==> config.mk <==
export PLATFORM = sky130hd
export DESIGN_NAME = cargo_scheduler
export DESIGN_NICKNAME = d
export VERILOG_FILES = /design/src/rtl/cargo_sched_pkg.sv /design/src/rtl/cargo_alvo_scan.sv /design/src/rtl/cargo_scheduler.sv
export SDC_FILE = /design/constraint.sdc
export NUM_CORES = 1
export LEC_CHECK = 0
export CORE_MARGIN = 2
export CORE_UTILIZATION = 25
export CTS_BUF_LIST = sky130_fd_sc_hd__clkbuf_4 sky130_fd_sc_hd__clkbuf_8 sky130_fd_sc_hd__clkbuf_16
export DETAILED_ROUTE_END_ITERATION = 10
export DONT_BUFFER_PORTS = 1
export HOLD_SLACK_MARGIN = 0.02
export PLACE_DENSITY = 0.44
export SYNTH_ARGS = -nofsm -noshare
export SYNTH_HDL_FRONTEND = slang
export SYNTH_HIERARCHICAL = 1
export SYNTH_SLANG_ARGS = --single-unit
==> constraint.sdc <==
create_clock -name clock -period 3.41 [get_ports clock]
set_input_delay 0.341 -clock clock [delete_from_list [all_inputs] [get_ports clock]]
set_output_delay 0.341 -clock clock [all_outputs]
set_load 0.01 [all_outputs]
==> src/rtl/cargo_sched_pkg.sv <==
// Shared types for the cargo elevator request scheduler.
//   estado_t  : scheduler FSM state, encoded as the db_estado debug code
//   slot_st_t : life cycle of one order slot
package cargo_sched_pkg;

  localparam int unsigned ESTADO_W = 4;
  localparam int unsigned OCUP_W   = 4;

  typedef enum logic [ESTADO_W-1:0] {
    INICIAL  = 4'd0,
    OCIOSO   = 4'd1,
    REGISTRA = 4'd2,
    CALCULA  = 4'd3,
    AGUARDA  = 4'd4,
    ATENDE   = 4'd5
  } estado_t;

  typedef enum logic [1:0] {
    LIVRE     = 2'd0,
    ESPERA    = 2'd1,
    CARREGADO = 2'd2
  } slot_st_t;

endpackage

==> src/rtl/cargo_alvo_scan.sv <==
// SCAN stop selection (combinational).
//   alvo          : one bit per floor that currently needs a stop
//   andar_atual   : floor the car is at
//   sobe          : current travel direction, 1 = up
//   alvo_valido_c : at least one floor is requested
//   alvo_andar_c  : chosen stop
//   novo_sobe_c   : direction after the choice (flips only on reversal)
module cargo_alvo_scan
  import cargo_sched_pkg::*;
#(
  parameter int unsigned ANDAR_W = 2
) (
  input  logic [(2**ANDAR_W)-1:0] alvo,
  input  logic [ANDAR_W-1:0]      andar_atual,
  input  logic                    sobe,
  output logic                    alvo_valido_c,
  output logic [ANDAR_W-1:0]      alvo_andar_c,
  output logic                    novo_sobe_c
);

  localparam int unsigned N_ANDARES = 2**ANDAR_W;

  logic               acima_ok;
  logic               abaixo_ok;
  logic [ANDAR_W-1:0] acima;
  logic [ANDAR_W-1:0] abaixo;

  // Nearest requested floor on each side of the car.
  always_comb begin
    acima_ok  = 1'b0;
    abaixo_ok = 1'b0;
    acima     = '0;
    abaixo    = '0;
    // Descending walk so the last hit is the lowest floor above the car.
    for (int i = int'(N_ANDARES) - 1; i >= 0; i--) begin
      if (i > int'(andar_atual) && alvo[i]) begin
        acima_ok = 1'b1;
        acima    = ANDAR_W'(i);
      end
    end
    // Ascending walk so the last hit is the highest floor below the car.
    for (int i = 0; i < int'(N_ANDARES); i++) begin
      if (i < int'(andar_atual) && alvo[i]) begin
        abaixo_ok = 1'b1;
        abaixo    = ANDAR_W'(i);
      end
    end
  end

  // Keep direction while stops remain ahead, otherwise reverse.
  always_comb begin
    alvo_valido_c = |alvo;
    alvo_andar_c  = andar_atual;
    novo_sobe_c   = sobe;
    if (!alvo[andar_atual]) begin
      if (sobe) begin
        if (acima_ok) begin
          alvo_andar_c = acima;
        end else begin
          alvo_andar_c = abaixo;
          novo_sobe_c  = 1'b0;
        end
      end else begin
        if (abaixo_ok) begin
          alvo_andar_c = abaixo;
        end else begin
          alvo_andar_c = acima;
          novo_sobe_c  = 1'b1;
        end
      end
    end
  end

endmodule

==> src/rtl/cargo_scheduler.sv <==
// Order scheduler for the cargo elevator: stores pickup/drop orders, picks the
// next stop with a SCAN policy and retires orders as stops are served.
//   clock, reset              : clock, synchronous active-high reset
//   novo_pedido, pedido_*     : new order (origin, destination) strobe
//   andar_atual               : current floor
//   servico_concluido         : stop at prox_parada fully served
//   pedido_aceito/rejeitado   : order stored / dropped pulses
//   prox_parada, tem_destino  : next stop and its valid flag
//   sobe, eh_origem           : direction, stop includes a pickup
//   ocupacao, db_estado       : slots in use, FSM state code
module cargo_scheduler
  import cargo_sched_pkg::*;
#(
  parameter int unsigned N_PEDIDOS = 4,
  parameter int unsigned ANDAR_W   = 2
) (
  input  logic                clock,
  input  logic                reset,
  input  logic                novo_pedido,
  input  logic [ANDAR_W-1:0]  pedido_origem,
  input  logic [ANDAR_W-1:0]  pedido_destino,
  input  logic [ANDAR_W-1:0]  andar_atual,
  input  logic                servico_concluido,
  output logic                pedido_aceito,
  output logic                pedido_rejeitado,
  output logic [ANDAR_W-1:0]  prox_parada,
  output logic                tem_destino,
  output logic                sobe,
  output logic                eh_origem,
  output logic [OCUP_W-1:0]   ocupacao,
  output logic [ESTADO_W-1:0] db_estado
);

  localparam int unsigned N_ANDARES = 2**ANDAR_W;

  estado_t            estado_q, estado_d;
  slot_st_t           slot_st_q  [N_PEDIDOS];
  slot_st_t           slot_st_d  [N_PEDIDOS];
  logic [ANDAR_W-1:0] slot_org_q [N_PEDIDOS];
  logic [ANDAR_W-1:0] slot_org_d [N_PEDIDOS];
  logic [ANDAR_W-1:0] slot_dst_q [N_PEDIDOS];
  logic [ANDAR_W-1:0] slot_dst_d [N_PEDIDOS];

  logic               hold_cheio_q, hold_cheio_d;
  logic [ANDAR_W-1:0] hold_org_q, hold_org_d;
  logic [ANDAR_W-1:0] hold_dst_q, hold_dst_d;

  logic               aceito_q, aceito_d;
  logic               rejeitado_q, rejeitado_d;
  logic [ANDAR_W-1:0] prox_q, prox_d;
  logic               tem_destino_q, tem_destino_d;
  logic               sobe_q, sobe_d;
  logic               eh_origem_q, eh_origem_d;
  logic [OCUP_W-1:0]  ocup_q, ocup_d;

  logic [N_ANDARES-1:0] alvo;
  logic                 alvo_valido_c;
  logic [ANDAR_W-1:0]   alvo_andar_c;
  logic                 novo_sobe_c;
  logic                 pega_aqui;
  logic                 gravado;

  // Floors needing a stop: pickups of waiting orders, drops of loaded ones.
  always_comb begin
    alvo = '0;
    for (int i = 0; i < int'(N_PEDIDOS); i++) begin
      if (slot_st_q[i] == ESPERA)    alvo[slot_org_q[i]] = 1'b1;
      if (slot_st_q[i] == CARREGADO) alvo[slot_dst_q[i]] = 1'b1;
    end
  end

  cargo_alvo_scan #(
    .ANDAR_W (ANDAR_W)
  ) u_scan (
    .alvo          (alvo),
    .andar_atual   (andar_atual),
    .sobe          (sobe_q),
    .alvo_valido_c (alvo_valido_c),
    .alvo_andar_c  (alvo_andar_c),
    .novo_sobe_c   (novo_sobe_c)
  );

  // Chosen stop includes at least one pickup.
  always_comb begin
    pega_aqui = 1'b0;
    for (int i = 0; i < int'(N_PEDIDOS); i++) begin
      if (slot_st_q[i] == ESPERA && slot_org_q[i] == alvo_andar_c) pega_aqui = 1'b1;
    end
  end

  // Next-state, slot updates and registered outputs.
  always_comb begin
    estado_d     = estado_q;
    slot_st_d    = slot_st_q;
    slot_org_d   = slot_org_q;
    slot_dst_d   = slot_dst_q;
    hold_cheio_d = hold_cheio_q;
    hold_org_d   = hold_org_q;
    hold_dst_d   = hold_dst_q;
    aceito_d     = 1'b0;
    rejeitado_d  = 1'b0;
    prox_d       = prox_q;
    sobe_d       = sobe_q;
    eh_origem_d  = eh_origem_q;
    gravado      = 1'b0;

    // Single-entry holding register; a new order while it is full is lost.
    if (novo_pedido) begin
      if (!hold_cheio_q) begin
        hold_cheio_d = 1'b1;
        hold_org_d   = pedido_origem;
        hold_dst_d   = pedido_destino;
      end else begin
        rejeitado_d = 1'b1;
      end
    end

    unique case (estado_q)
      INICIAL: estado_d = OCIOSO;
      OCIOSO: begin
        if (hold_cheio_q) estado_d = REGISTRA;
      end
      REGISTRA: begin
        if (hold_org_q != hold_dst_q) begin
          for (int i = 0; i < int'(N_PEDIDOS); i++) begin
            if (!gravado && slot_st_q[i] == LIVRE) begin
              slot_st_d[i]  = ESPERA;
              slot_org_d[i] = hold_org_q;
              slot_dst_d[i] = hold_dst_q;
              gravado       = 1'b1;
            end
          end
        end
        if (gravado) aceito_d    = 1'b1;
        else         rejeitado_d = 1'b1;
        hold_cheio_d = 1'b0;
        estado_d     = CALCULA;
      end
      CALCULA: begin
        if (alvo_valido_c) begin
          prox_d      = alvo_andar_c;
          sobe_d      = novo_sobe_c;
          eh_origem_d = pega_aqui;
          estado_d    = AGUARDA;
        end else begin
          estado_d = OCIOSO;
        end
      end
      AGUARDA: begin
        if (servico_concluido) estado_d = ATENDE;
        else if (hold_cheio_q) estado_d = REGISTRA;
      end
      ATENDE: begin
        // Drops and pickups at this floor resolve together, no chaining.
        for (int i = 0; i < int'(N_PEDIDOS); i++) begin
          if (slot_st_q[i] == CARREGADO && slot_dst_q[i] == prox_q) begin
            slot_st_d[i] = LIVRE;
          end else if (slot_st_q[i] == ESPERA && slot_org_q[i] == prox_q) begin
            slot_st_d[i] = CARREGADO;
          end
        end
        estado_d = hold_cheio_q ? REGISTRA : CALCULA;
      end
      default: estado_d = INICIAL;
    endcase

    tem_destino_d = (estado_d == AGUARDA);

    ocup_d = '0;
    for (int i = 0; i < int'(N_PEDIDOS); i++) begin
      if (slot_st_d[i] != LIVRE) ocup_d = ocup_d + OCUP_W'(1);
    end
  end

  always_ff @(posedge clock) begin
    if (reset) begin
      estado_q      <= INICIAL;
      hold_cheio_q  <= 1'b0;
      hold_org_q    <= '0;
      hold_dst_q    <= '0;
      aceito_q      <= 1'b0;
      rejeitado_q   <= 1'b0;
      prox_q        <= '0;
      tem_destino_q <= 1'b0;
      sobe_q        <= 1'b1;
      eh_origem_q   <= 1'b0;
      ocup_q        <= '0;
      for (int i = 0; i < int'(N_PEDIDOS); i++) begin
        slot_st_q[i]  <= LIVRE;
        slot_org_q[i] <= '0;
        slot_dst_q[i] <= '0;
      end
    end else begin
      estado_q      <= estado_d;
      hold_cheio_q  <= hold_cheio_d;
      hold_org_q    <= hold_org_d;
      hold_dst_q    <= hold_dst_d;
      aceito_q      <= aceito_d;
      rejeitado_q   <= rejeitado_d;
      prox_q        <= prox_d;
      tem_destino_q <= tem_destino_d;
      sobe_q        <= sobe_d;
      eh_origem_q   <= eh_origem_d;
      ocup_q        <= ocup_d;
      slot_st_q     <= slot_st_d;
      slot_org_q    <= slot_org_d;
      slot_dst_q    <= slot_dst_d;
    end
  end

  assign pedido_aceito    = aceito_q;
  assign pedido_rejeitado = rejeitado_q;
  assign prox_parada      = prox_q;
  assign tem_destino      = tem_destino_q;
  assign sobe             = sobe_q;
  assign eh_origem        = eh_origem_q;
  assign ocupacao         = ocup_q;
  assign db_estado        = estado_q;

endmodule
======== Word level (Yosys, flattened, before mapping) ========
Cells that the tools add are included.
operators by class
  reductions and logical operators ........ 51
  equal/unequal tests ..................... 27
  $lt $le $gt $ge ......................... 23
  bitwise gates (word level) .............. 10
  multiplexer cells ....................... 88
  add/subtract/negate cells ............... 3
operators with widths
  operator                                                    number
  two-way mux 4 bit                                           13
  two-way mux 1 bit                                           42
  two-way mux 2 bit                                           20
  logical AND 1 bit                                           29
  OR 4 bit                                                    7
  less-than comparator 2 x 3 -> 1 bit, second input constant  9
  == test 2 bit                                               12
  case mux 4 bit (6 select lines)                             1
  demux 1 bit (select 2 bit)                                  8
  >= comparator 2 x 1 -> 1 bit, second input constant         8
  case mux 8 bit (2 select lines)                             1
  AND reduction 3 bit                                         5
  adder 4 x 1 -> 4 bit, second input constant                 3
  == test 4 x 3 -> 1 bit, second input constant               3
  == test 2 x 1 -> 1 bit, second input constant               4
  == test 2 bit, second input constant                        4
  == test 4 x 2 -> 1 bit, second input constant               2
  zero test 2 bit                                             4
  two-way mux 8 bit                                           1
  nonzero test 2 bit                                          4
  == test 4 x 1 -> 1 bit, second input constant               1
  greater-than comparator 2 bit, first input constant         2
  zero test 4 bit                                             1
  less-than comparator 1 x 2 -> 1 bit, first input constant   2
  other kinds (10)                                            16
word-level totals
  output and inout bits ................... 15
  bits of input ports ..................... 10
  logic and storage cells ................. 225
  bits in registers ....................... 44

======== Longest topological paths before layout ========
  word-level depth ........................ 32
  mapped depth ............................ 15
  gate-level depth less buffers ........... 13

======== Cells and area by module ========
Netlist, hierarchy kept.
modules (own cells, without submodules)
  module           area each (µm²)  cells each  instances  seq. area each (µm²)
  cargo_scheduler  2557.5           298         1          880.8
  cargo_alvo_scan  195.2            28          1          0.0

======== Worst setup path before layout ========
OpenSTA, ideal clock, no wires.
  kind .................................... flip-flop to flip-flop
  start ................................... reg slot_st_q[6] (netlist name)
  end ..................................... reg eh_origem_q (netlist: eh_origem)
  data required time ...................... 3272 ps
  buffers on the path ..................... 2
  period minus slack after synthesis ...... 3068 ps
  arrival time ............................ 2930 ps
  slack ................................... 342 ps
  library setup time ...................... 138 ps
  stages on the path, launching flop included .. 14
  cells stage by stage .................... dfxtp_1 > clkbuf_1 > nor2b_1 > a32oi_1 > o211ai_1 > or4_1 > mux4_2 > nor2b_1 > a21oi_1 > clkbuf_1 > xor2_1 > nor3_1 > nor4_1 > a21oi_1
on the way
  elaborated cells between the ends (all ways) .. 54
  those cells by class .................... 6 x eq/ne; 29 x mux; 7 x bitwise; 12 x reduce/logical
RTL lines
  what                                         line                                          RTL
  start, declared                              cargo_scheduler.sv:37                         slot_st_t slot_st_q [N_PEDIDOS];
  start signal, assigned                       cargo_scheduler.sv:205                        slot_st_q <= slot_st_d;
  == test 2 x 1 -> 1 bit                       cargo_scheduler.sv:67                         if (slot_st_q[i] == ESPERA) alvo[slot_org_q[i]] = 1'b1;
  two-way mux 4 bit                            cargo_scheduler.sv:67
  OR 4 bit (no line)                           -
  two-way mux 4 bit *                          cargo_scheduler.sv:68                         if (slot_st_q[i] == CARREGADO) alvo[slot_dst_q[i]] = 1'b1;
  OR 4 bit (no line)                           -
  two-way mux 4 bit *                          cargo_scheduler.sv:67
  OR 4 bit (no line)                           -
  two-way mux 4 bit *                          cargo_scheduler.sv:68
  (+8 left out)                                -
  net alvo[2]                                  cargo_scheduler.sv:56                         logic [N_ANDARES-1:0] alvo;
  (+3 left out)                                -
  two-way mux 2 bit, on equally long branches  cargo_alvo_scan.sv:64, cargo_alvo_scan.sv:57
  two-way mux 2 bit                            cargo_alvo_scan.sv:56                         if (sobe) begin
  two-way mux 2 bit *                          cargo_alvo_scan.sv:55                         if (!alvo[andar_atual]) begin
  net alvo_andar_c[0]                          cargo_scheduler.sv:58                         logic [ANDAR_W-1:0] alvo_andar_c;
  == test 2 bit                                cargo_scheduler.sv:87                         if (slot_st_q[i] == ESPERA && slot_org_q[i] == alvo_andar_c) pega_aqui = 1'b1;
  logical AND 1 bit                            cargo_scheduler.sv:87
  two-way mux 1 bit (3 in a row)               cargo_scheduler.sv:87
  two-way mux 1 bit *                          cargo_scheduler.sv:87
  end signal, assigned                         cargo_scheduler.sv:203                        eh_origem_q <= eh_origem_d;
  end, declared                                cargo_scheduler.sv:53                         logic eh_origem_q, eh_origem_d;
The timed path passes the listed nets; every way through them passes the cells marked *. The select of a mux whose other input is x is not followed.
A chain may end at the register's enable or synchronous reset.

======== Worst setup path in the final report ========
  start ................................... reg slot_st_q[7] (netlist name)
  end ..................................... reg eh_origem_q (netlist: eh_origem)
Same word-level chain as after synthesis.

==> metrics.md <==
| Metric | Value |
|---|---|
| Vias in the first global route | `2186` |
| Final Max Tran Viols | `0` |
| Rows | `38` |
| Gate power share | `0.037` |
| CTS root buffer | `clkbuf_8` |
| Area Overhead vs Synth | `11.8%` |
| CTS Hold Buffers Added | `0` |
| ANT nets after route | `0` |
| Gpl congestion | `0.854` |
| Worst R2R Path Depth | `12` |
| Hold_ws | `approximately 99 ps` |
| Core Area | `10800 um2` |
| Total GRT Usage | `0.132` |
| Pwr/cell area | `321 nW/um2` |
| Layout cells sized above 1 | `0.124` |
| Dpl hpwl | `between 5 and 6 mm` |
| Reg area | `roughly 880 um2` |
| Rel. slew slack | `0.653` |
| Clock skew | `13.9 ps` |
| Area of the multi-input gates | `approximately 1700 um2` |
| Design area | `3080 um2` |
| # fillers | `between 1000 and 1500` |
| Synth async-reset ratio | `0` |
| H-Tree Depth | `2` |
| Yosys cell types | `70` |
| Worst slack at placement | `roughly 250 ps` |
| Sequential share of power | `0.537` |
| CTS Buf Count | `5` |
| Setup WS post-layout | `~170 ps` |
| Total negative slack | `0 ps` |
| N_diodes | `0` |
| Clock power frac | `0.427` |
| Hold Fails Final Rpt | `0` |
| Max VDD drop | `around 0.12 mV` |
| Drt first pass iters | `4` |
| TritonCTS clock tree | `yes` |
| Fin crit period | `3240 ps` |
| First-pass GRT wire length | `between 10 and 15 mm` |
| FF-to-FF setup slack | `approximately 170 ps` |
| Post-Layout Cell Count | `470` |
| Chip height | `109 um` |
| Clk_lat worst skew | `310 ps` |
| Commonest cells after routing, fill and taps aside | `44 x dfxtp_1, 37 x nor2_1, 21 x mux2i_1` |
| Port buffer count | `0` |
| I/O pin count | `25` |
| FF+latch count, synth | `44` |
| Grt ovf | `0` |
| Placed cells | `462` |
| Total die area | `between 10000 and 15000 um2` |
| WS Path Type | `reg2reg` |
| R2R Path End | `eh_origem$_SDFFE_PP0P_` |
| Mapped cell area | `between 2000 and 3000 um2` |
| Critical Path AT | `approximately 3400 ps` |
| Residual DRC | `0` |
| Hold Crit Class | `in2reg` |
| Mean area per synthesized cell | `roughly 8.4 um2` |
| MaxCap Viol Count | `0` |
| Net Sw Frac | `0.233` |
| Vias/cell | `4.92` |
| Critical Path End Type | `flip-flop` |
| Leading cell type in the layout, fill and taps excluded | `dfxtp_1` |
| Final Util | `0.285` |
| Initial Util | `0.255` |
| Depth of the worst hold-timing path | `1` |
| Crit start category | `flip-flop` |
| RSZ-0062 raised after global routing | `false` |
| Measured slew at the worst slew-check pin | `517 ps` |
| Die W | `about 110 um` |
| Postcts setup bufs | `0` |
| Switch Pwr | `0.230 mW` |
| Final setup viols | `0` |
| Pin count of the biggest net entering global routing | `39` |
| Reg clk slew, reported paths | `approximately 90 ps` |
| Placed Area | `between 2000 and 3000 um2` |
| Nets | `about 340` |
| Initial antenna violation count | `0` |
| Total power | `between 0.9 and 1 mW` |
| Syn Inst Count | `about 330` |
| Most used DFF post-synth | `dfxtp_1` |
| Clock Path Buffers | `2` |
| Required time of the critical path | `3590 ps` |
| Routed WL per cell | `~16 um` |
| Post-synth EDFFs | `0` |
| Post-CTS Resized | `0` |
| Hold EP | `prox_parada[1]$_SDFFE_PP0P_` |
| Crit path max fanout | `10` |
| Status | `finished, final reports clean` |
| HP Start | `reset` |
| RR Startpoint | `slot_st_q[7]$_SDFF_PP0_` |
| Ys Warns | `6` |
| Int Pwr | `0.759 mW` |
| CTS sink count | `44` |
| Seq/Total Area, Yosys | `0.320` |
| Vias | `about 2300` |
| Leak pwr | `1.27 nW` |
| Drt first-iter violations | `between 150 and 200` |
| Post-route clock period utilization | `0.951` |
| Fmax achieved | `roughly 300 MHz` |
| WL final | `approximately 7.3 mm` |
worst max path at each step:
stage / slack [ps] / startpoint / cells after the start / to
final: 170 / slot_st_q[7]$_SDFF_PP0_ / 12 / eh_origem$_SDFFE_PP0P_
after global routing: 4 / slot_st_q[7]$_SDFF_PP0_ / 12 / eh_origem$_SDFFE_PP0P_
after detailed placement: 250 / slot_st_q[7]$_SDFF_PP0_ / 12 / eh_origem$_SDFFE_PP0P_
after CTS: 220 / slot_st_q[7]$_SDFF_PP0_ / 12 / eh_origem$_SDFFE_PP0P_
after global placement: 350 / slot_st_q[7]$_SDFF_PP0_ / 12 / eh_origem$_SDFFE_PP0P_
after floorplan: 340 / slot_st_q[6]$_SDFF_PP0_ / 13 / eh_origem$_SDFFE_PP0P_
cells in the mapped netlist (all sizes together) (2+ instances only):
cell,n,share of area
a211oi,3,0.010
a21boi,3,0.0082
a21o,2,0.0059
a21oi,21,0.040
a22oi,2,0.0055
a32oi,2,0.0064
a41oi,2,0.0064
and2,3,0.0068
and3,2,0.0045
buf,7,0.015
clkbuf,15,0.021
dfxtp,44,0.32
ha,3,0.014
inv,13,0.018
mux2i,21,0.076
nand2,20,0.027
nand2b,10,0.023
nand3,9,0.016
nand3b,3,0.0082
nand4,5,0.011
nand4b,2,0.0064
nor2,37,0.050
nor2b,9,0.020
nor3,14,0.027
nor3b,2,0.0055
nor4,2,0.010
o2111ai,2,0.0086
o211ai,2,0.0073
o21a,2,0.0055
o21ai,4,0.0086
o22a,3,0.010
o22ai,3,0.0068
o41ai,3,0.012
or3,2,0.0045
or4,3,0.0082
xnor2,8,0.025
xor2,19,0.066
sequential cells by signal, summed over array words and instances (netlist names), 2 cells and up:
register / flops
ocupacao: 4
hold_dst_q: 2
slot_st_q: 8
db_estado: 4
slot_dst_q: 8
slot_org_q: 8
prox_parada: 2
hold_org_q: 2
logic make-up after synthesis:
kind of cell	share of synthesized area
other	0.00136
xor gates and xnor gates	0.0914
and+or+nand+nor	0.259
DFF	0.320
buffers and inverters	0.0532
muxes	0.0886
AOI/OAI and AO/OA	0.173
adders and majority gates	0.0136
routing by layer:
metal  vias up  routed length, um  track usage  part of all wire
li1       1157                  -            -                 -
met1      1079               3570        0.182              0.49
met2        61               3130        0.196              0.43
met3        14                377       0.0335             0.052
met4         0                208       0.0513             0.029
met5         -                  0            0                 0
worst max-delay path, stage by stage, from the launching register on:
cell and delay (ps):
dfxtp_1 480, nor2b_1 120, a32oi_1 230, o211ai_1 110, or4_1 520, mux4_2 550
a41oi_1 210, a21oi_1 90, buf_4 170, xor2_1 130, nor3_1 70, nor4_1 330
a21oi_1 110
power groups by stage:
stage,clock [mW],sequential (mW),combinational (mW)
floorplan,0,0.542,0.0337
global placement,0,0.543,0.0362
detailed placement,0,0.543,0.0365
CTS,0.440,0.531,0.0367
global route,0.465,0.532,0.0402
finish,0.422,0.531,0.0362
layout make-up:
| cell class | instances | area share |
|---|---|---|
| sequential | 44 | 0.286 |
| clock buffer | 5 | 0.0224 |
| inverter | 13 | 0.0159 |
| multi-input combinational | 248 | 0.562 |
| clock inverter | 3 | 0.0150 |
| tap | 140 | 0.0569 |
| timing repair buffer | 17 | 0.0415 |
Power figures use the tool's default switching activity.
